### config.mk
export PLATFORM = sky130hd
export DESIGN_NAME = seq_multiplier
export DESIGN_NICKNAME = d
export VERILOG_FILES = /design/src/rtl/seq_multiplier.sv
export SDC_FILE = /design/constraint.sdc
export NUM_CORES = 1
export LEC_CHECK = 0
export CORE_ASPECT_RATIO = 1.2
export CORE_MARGIN = 3
export CORE_UTILIZATION = 50
export CTS_BUF_LIST = sky130_fd_sc_hd__clkbuf_4 sky130_fd_sc_hd__clkbuf_8 sky130_fd_sc_hd__clkbuf_16
export CTS_CLUSTER_DIAMETER = 120
export DETAILED_ROUTE_END_ITERATION = 8
export PLACE_DENSITY = 0.79
export RECOVER_POWER = 25
export SETUP_SLACK_MARGIN = 0.4
export SYNTH_ARGS = -nofsm -noshare
export SYNTH_HDL_FRONTEND = slang
export SYNTH_SLANG_ARGS = --single-unit
### constraint.sdc
create_clock -name clk -period 3.1 [get_ports clk]
set_input_delay 0.62 -clock clk [delete_from_list [all_inputs] [get_ports clk]]
set_output_delay 0.62 -clock clk [all_outputs]
set_load 0.05 [all_outputs]
### src/rtl/seq_multiplier.sv
// Sequential shift-add multiplier: one SIZE-bit add per cycle, full 2*SIZE-bit product.
// Latency: done SIZE edges after accepting start (SIZE+1 with SEQ_MULTIPLIER_SIGNED_MUL_EN).
// Backpressure: start is ignored while busy; a start in the done cycle is accepted back-to-back.

module seq_multiplier_adder #(
    parameter int W = 32
) (
    input  logic [W-1:0] i_a,
    input  logic [W-1:0] i_b,
    input  logic         i_cin,
    output logic [W-1:0] o_sum,
    output logic         o_cout
);
    assign {o_cout, o_sum} = {1'b0, i_a} + {1'b0, i_b} + (W+1)'(i_cin);
endmodule

module seq_multiplier #(
    parameter int SIZE = 32
) (
    input  logic              clk,
    input  logic              rst_n,
    input  logic              start,
    input  logic [SIZE-1:0]   A,
    input  logic [SIZE-1:0]   B,
`ifdef SEQ_MULTIPLIER_SIGNED_MUL_EN
    input  logic              is_signed,
`endif
    output logic              busy,
    output logic              done,
    output logic [2*SIZE-1:0] P
);
    localparam int CW = $clog2(SIZE + 1);

    typedef enum logic [1:0] {
        S_IDLE,
        S_RUN,
`ifdef SEQ_MULTIPLIER_SIGNED_MUL_EN
        S_FIX,
`endif
        S_DONE
    } state_t;

    state_t            r_state;
    state_t            w_state_nxt;
    logic              w_accept;
    logic              w_busy;
    logic              w_done;
    logic              w_last;

    logic [SIZE-1:0]   r_m;
    logic [SIZE-1:0]   r_q;
    logic [SIZE-1:0]   r_acc;
    logic [CW-1:0]     r_cnt;

    logic [SIZE-1:0]   w_addend;
    logic [SIZE-1:0]   w_sum;
    logic              w_cout;
    logic [SIZE-1:0]   w_a_load;
    logic [SIZE-1:0]   w_b_load;

    assign w_last   = (r_cnt == CW'(SIZE - 1));
    assign w_addend = r_q[0] ? r_m : '0;

    seq_multiplier_adder #(.W(SIZE)) u_adder (
        .i_a    (r_acc),
        .i_b    (w_addend),
        .i_cin  (1'b0),
        .o_sum  (w_sum),
        .o_cout (w_cout)
    );

`ifdef SEQ_MULTIPLIER_SIGNED_MUL_EN
    logic              r_neg;
    logic              w_a_neg;
    logic              w_b_neg;
    logic [2*SIZE-1:0] w_prod_neg;

    // Magnitudes are loaded so the core stays unsigned; the sign is restored in FIX.
    assign w_a_neg    = is_signed && A[SIZE-1];
    assign w_b_neg    = is_signed && B[SIZE-1];
    assign w_a_load   = w_a_neg ? (~A + SIZE'(1)) : A;
    assign w_b_load   = w_b_neg ? (~B + SIZE'(1)) : B;
    assign w_prod_neg = ~{r_acc, r_q} + (2*SIZE)'(1);
`else
    assign w_a_load   = A;
    assign w_b_load   = B;
`endif

    always_ff @(posedge clk or negedge rst_n) begin
        if (!rst_n) begin
            r_state <= S_IDLE;
        end else begin
            r_state <= w_state_nxt;
        end
    end

    always_comb begin
        w_state_nxt = r_state;
        w_accept    = 1'b0;
        w_busy      = 1'b0;
        w_done      = 1'b0;
        case (r_state)
            S_IDLE: begin
                if (start) begin
                    w_accept    = 1'b1;
                    w_state_nxt = S_RUN;
                end
            end
            S_RUN: begin
                w_busy = 1'b1;
                if (w_last) begin
`ifdef SEQ_MULTIPLIER_SIGNED_MUL_EN
                    w_state_nxt = S_FIX;
`else
                    w_state_nxt = S_DONE;
`endif
                end
            end
`ifdef SEQ_MULTIPLIER_SIGNED_MUL_EN
            S_FIX: begin
                w_busy      = 1'b1;
                w_state_nxt = S_DONE;
            end
`endif
            S_DONE: begin
                w_done = 1'b1;
                if (start) begin
                    w_accept    = 1'b1;
                    w_state_nxt = S_RUN;
                end else begin
                    w_state_nxt = S_IDLE;
                end
            end
            default: begin
                w_state_nxt = S_IDLE;
            end
        endcase
    end

    always_ff @(posedge clk or negedge rst_n) begin
        if (!rst_n) begin
            r_m   <= '0;
            r_q   <= '0;
            r_acc <= '0;
            r_cnt <= '0;
`ifdef SEQ_MULTIPLIER_SIGNED_MUL_EN
            r_neg <= 1'b0;
`endif
        end else if (w_accept) begin
            r_m   <= w_a_load;
            r_q   <= w_b_load;
            r_acc <= '0;
            r_cnt <= '0;
`ifdef SEQ_MULTIPLIER_SIGNED_MUL_EN
            r_neg <= w_a_neg ^ w_b_neg;
`endif
        end else if (r_state == S_RUN) begin
            // Carry-out becomes the new ACC MSB so the top partial product is never lost.
            r_acc <= {w_cout, w_sum[SIZE-1:1]};
            r_q   <= {w_sum[0], r_q[SIZE-1:1]};
            r_cnt <= r_cnt + CW'(1);
        end
`ifdef SEQ_MULTIPLIER_SIGNED_MUL_EN
        else if (r_state == S_FIX && r_neg) begin
            {r_acc, r_q} <= w_prod_neg;
        end
`endif
    end

    assign busy = w_busy;
    assign done = w_done;
    assign P    = {r_acc, r_q};

endmodule

Word level (Yosys, flattened, before mapping)
Cells that the tools add are included.

Mux-type cells: 15. Reduce and logical (&&, ||, !) cells: 4. Add/subtract/negate cells: 2. Equality and inequality tests: 5.

Operator list (number): $mux W32 (5); $add A32 B32 Y33 (1); $mux W6 (2); $add A6 B1 Y6 const B (1); $eq A6 B5 Y1 const B (1); $pmux W2 S3 (1); $mux W1 (5); $mux W2 (2); $ne A2 B2 Y1 const B (2); $eq A2 B1 Y1 const B (1); $eq A2 B2 Y1 const B (1); $logic_not A2 Y1 (1); $reduce_and A2 Y1 (1); $reduce_bool A2 Y1 (1); $reduce_or A2 Y1 (1).

Input port bits: 67. Register bits after elaboration: 104. Word-level logic and storage cells: 31.

Depth between registers and ports, before layout
Depth after elaboration: 4. Gate-level depth with buffers: 11.

Modules after synthesis
A second synthesis with hierarchy kept.

Cell total of the unflattened synthesis: 685. Area total of the unflattened synthesis: 6130.9 um2.

By module, submodules not included: seq_multiplier (area an instance 4416.7 um2, instances 1, seq. area each 2602.5 um2, cells each 448); seq_multiplier_adder (area an instance 1714.1 um2, instances 1, seq. area each 0.0 um2, cells each 237).

Worst setup path before layout
Ideal clock, no wire load.

Path kind: register to register. Start point: register r_q[0]. End point: register r_acc[29]. Arrival: 2.892 ns. Buffers on the path: 1. Clock period less this slack: 3.014 ns. Slack: 0.086 ns. Cell stages (with the launch flop): 11. Library setup time: 0.122 ns. Path through: dfrtp_1 > clkbuf_1 > and2_1 > ha_1 > a21o_1 > a21o_1 > a21o_1 > a211oi_1 > nor2_1 > or4_1 > a32o_1.

Longest elaborated chain between the ends: 4.

RTL lines: from (decl) (RTL line 51) `logic [SIZE-1:0] r_q;`; from (signal assigned) (RTL line 151) `r_q <= w_b_load;`; from (signal assigned) (RTL line 160) `r_q <= {w_sum[0], r_q[SIZE-1:1]};`; $mux W32 (RTL line 62) `assign w_addend = r_q[0] ? r_m : '0;`; $add A32 B32 Y33 (RTL line 14) `assign {o_cout, o_sum} = {1'b0, i_a} + {1'b0, i_b} + (W+1)'(i_cin);`; $mux W32 (RTL line 157) `end else if (r_state == S_RUN) begin`; $mux W32 (RTL line 149) `end else if (w_accept) begin`; to (signal assigned) (RTL line 159) `r_acc <= {w_cout, w_sum[SIZE-1:1]};`; to (decl) (RTL line 52) `logic [SIZE-1:0] r_acc;`.

Every way passes these cells. The select of a mux whose other input is x is not followed. A chain may end at the register's enable or synchronous reset.

Final worst setup path
Start point: register r_q[0]. End point: register r_acc[23].

The elaborated chain is that of the path after synthesis.

==> summary.md <==
| Metric | Value |
|---|---|
| Final slew viol count | `0` |
| Synth cell types | `between 50 and 60` |
| First-pass GRT wire length | `27300 um` |
| Crit Path Class | `reg -> reg` |
| Pre-antenna DRT Iters | `5` |
| Final Setup Violations | `0` |
| CTS H-tree lvls | `3` |
| Crit Path Max Fanout | `7` |
| 1st-iter DRT viols | `around 230` |
| Largest net degree at the start of global routing | `68` |
| Wire length on met3 | `about 1200 um` |
| Worst setup SP type | `flip-flop` |
| Outcome | `finished clean` |
| Ys Warns | `0` |
| DRC | `0` |
| Clock transition at path regs | `80 ps` |
| Worst Path Required | `roughly 3400 ps` |
| Relative slew slack | `under 10%` |
| Worst-path cell chain | `and2_1 > ha_1 > a21o_1 > a21oi_4 > a211oi_2 > o211ai_1 > a211oi_2 > or3_1 > a32o_1` |
| HP Class | `reg -> reg` |
| RSZ-0062 raised after global routing | `true` |
| Worst Path Arrival | `just over 3000 ps` |
| Vias | `approximately 5500` |
| Commonest non-fill, non-tap cell in the layout | `nand2_1` |
| WP buf/inv | `0` |
| Clock sink count | `104` |
| Remaining Overflow, GRT | `0` |
| Layout cells sized above 1 | `between 10% and 20%` |
| Worst-Margin Slew | `about 1400 ps` |
| CP endpoint kind | `flip-flop` |
| Max-cap violations | `0` |
| ANT nets after route | `0` |
| Main flop type after synthesis | `dfrtp_1` |
| Critical path's most frequent cell | `a211oi_2` |
| Starting Density | `a little over 50%` |
| Later-pin clock latency in the skew report | `roughly 350 ps` |
| Die ar. | `13400 sq um` |
| Post-DR vias/cell | `5.60` |
| Core Region | `roughly 12000 sq um` |
| Number of synthesized flops with an enable pin | `0` |
| CTS tree | `built` |
| Routability cong. | `~0.95` |
| Chip width | `between 100 and 150 um` |
| Cell Area, Synth | `about 6000 sq um` |
| Ys async rst share | `100%` |
| Total GRT Usage | `roughly 25%` |
| DP Wirelength | `11200 um` |
| Core Rows | `43` |
| Period utilization | `between 90% and 100%` |
| Number of synthesized register bits | `roughly 100` |
| Slowest stage delay, CP | `around 470 ps` |
| Fin util | `between 70% and 80%` |
| Setup Skew | `between 10 and 15 ps` |
| Post-synth net total | `slightly below 800` |
| VDD IR-drop max | `~0.73 mV` |
| Uppermost routed layer | `met4` |
| Hold-fix buffers at CTS | `0` |
| Maximum root-to-sink buffer count | `2` |
| CTS Buf Count | `9` |
| Setup_tns | `0 ps` |
| # diodes | `0` |
| Metal2 WL | `about 8000 um` |
| Static Leak | `approximately 3.8 nW` |
| Die Y | `~130 um` |
| Initial antenna violation count | `0` |
| Syn_area_per_cell | `a little under 9 sq um` |
| Final Power | `10.8 mW` |
| Seq/Total Area, Yosys | `between 40% and 50%` |
| Drt wl/cell | `approximately 17 um` |
| Post-detailed-routing wire length | `16400 um` |
| Boundary pin count | `133` |
| Power density over cell area | `~1300 nW/um^2` |
| Commonest non-fill, non-tap cells in the layout | `206 x nand2_1, 130 x clkdlybuf4s50_1, 103 x dfrtp_1` |
| Cell family contributing the most delay on the critical path | `compound AO/OA/AOI/OAI gates` |
| Vias in the first global route | `5689` |
| Slowest cell on crit path | `dfrtp_2` |
| # port buffers | `between 100 and 150` |
| Cells after Synth | `approximately 690` |
| M1 WL | `a little under 7000 um` |
| Final net count | `920` |
| Root buf cell | `clkbuf_16` |
| Clock period minus worst slack | `2790 ps` |
| Area delta synth->final | `37.4%` |
| Final hold vios | `0` |
| Max Fclk | `between 300 and 400 MHz` |
[timing repair]
item / in CTS / in global routing
pin swaps: 11 / 13
resized for setup: 35 / 16
gates cloned: 0 / 0
setup buffers: 9 / 5
setup endpoints to repair: 9 / 16
[synthesized netlist by cell type, types with 10 or more instances]
library cell / count / share of area, %
nor2_1: 17 / 1.1
nand3_1: 10 / 0.83
o21ai_0: 35 / 2.9
xor2_1: 14 / 2.0
clkbuf_1: 26 / 1.6
dfrtp_1: 104 / 43
xnor2_1: 10 / 1.5
ha_1: 33 / 6.9
nand2_1: 207 / 13
a22oi_1: 34 / 4.3
a21o_1: 19 / 2.4
and2_1: 33 / 3.4
a21oi_1: 24 / 2.0
[state kept, by name (all words and copies together), names as in the netlist]
signal	flops
r_acc	32
r_cnt	6
r_m	32
r_q	32
r_state	2
[power by group]
group | leakage [nW] | switching [mW] | internal [mW]
Clock | 0.154 | 0.565 | 0.668
Combinational | 2.33 | 4.18 | 2.73
Sequential | 1.27 | 0.585 | 2.06
Total | 3.76 | 5.33 | 5.46
[per-layer routing]
layer / vias to the layer above / GRT usage, %
li1: 2652 / -
met1: 2636 / 30.2
met2: 177 / 42.5
met3: 28 / 7.53
met4: 0 / 7.77
met5: - / 0
[kinds of logic after synthesis]
logic type	count (synthesis)	synth area share, %
AOI/OAI and AO/OA	172	19.6
muxes	3	0.521
xor gates and xnor gates	24	3.50
adders and majority gates	34	7.21
buffers and inverters	42	3.15
and+or+nand+nor	307	22.7
DFF	104	43.4
[worst paths after layout]
kind,start,end,slack (ps),cells past startpoint
min in group asynchronous,rst_n,r_m[21]$_DFFE_PN0P_,560,1
max in group asynchronous,rst_n,r_q[12]$_DFFE_PN0P_,960,2
setup reg to reg,r_q[0]$_DFFE_PN0P_,r_acc[23]$_DFFE_PN0P_,310,9
hold reg to reg,r_m[25]$_DFFE_PN0P_,r_m[25]$_DFFE_PN0P_,470,2
hold / removal,r_m[25]$_DFFE_PN0P_,r_m[25]$_DFFE_PN0P_,470,2
setup / recovery,r_q[0]$_DFFE_PN0P_,r_acc[23]$_DFFE_PN0P_,310,9
[stage by stage]
step                      cell area, sq um  hold slack (ps)  setup slack (ps)  instances
final                                 8250              473               308        981
after global routing                  8250              510               209        981
after CTS                             8120              346               339        976
after detailed placement              7580              458               177        951
after global placement                7580              453               273        951
after floorplan                       6120              324               343        686
[layout make-up]
cell class                 instances  area [sq um]
sequential                       104          2600
clock inverter                     6          82.6
fill                             930          3370
tap                              157           196
multi-input combinational        540          3570
inverter                           7          26.3
clock buffer                      10           239
timing repair buffer             157          1520
[worst register-to-register path: stages, from the launching register on]
cell and delay [ps]:
dfrtp_2 470, and2_1 160, ha_1 350, a21o_1 260, a21oi_4 180, a211oi_2 110
o211ai_1 420, a211oi_2 150, or3_1 320, a32o_1 260
Power figures use the tool's default switching activity.
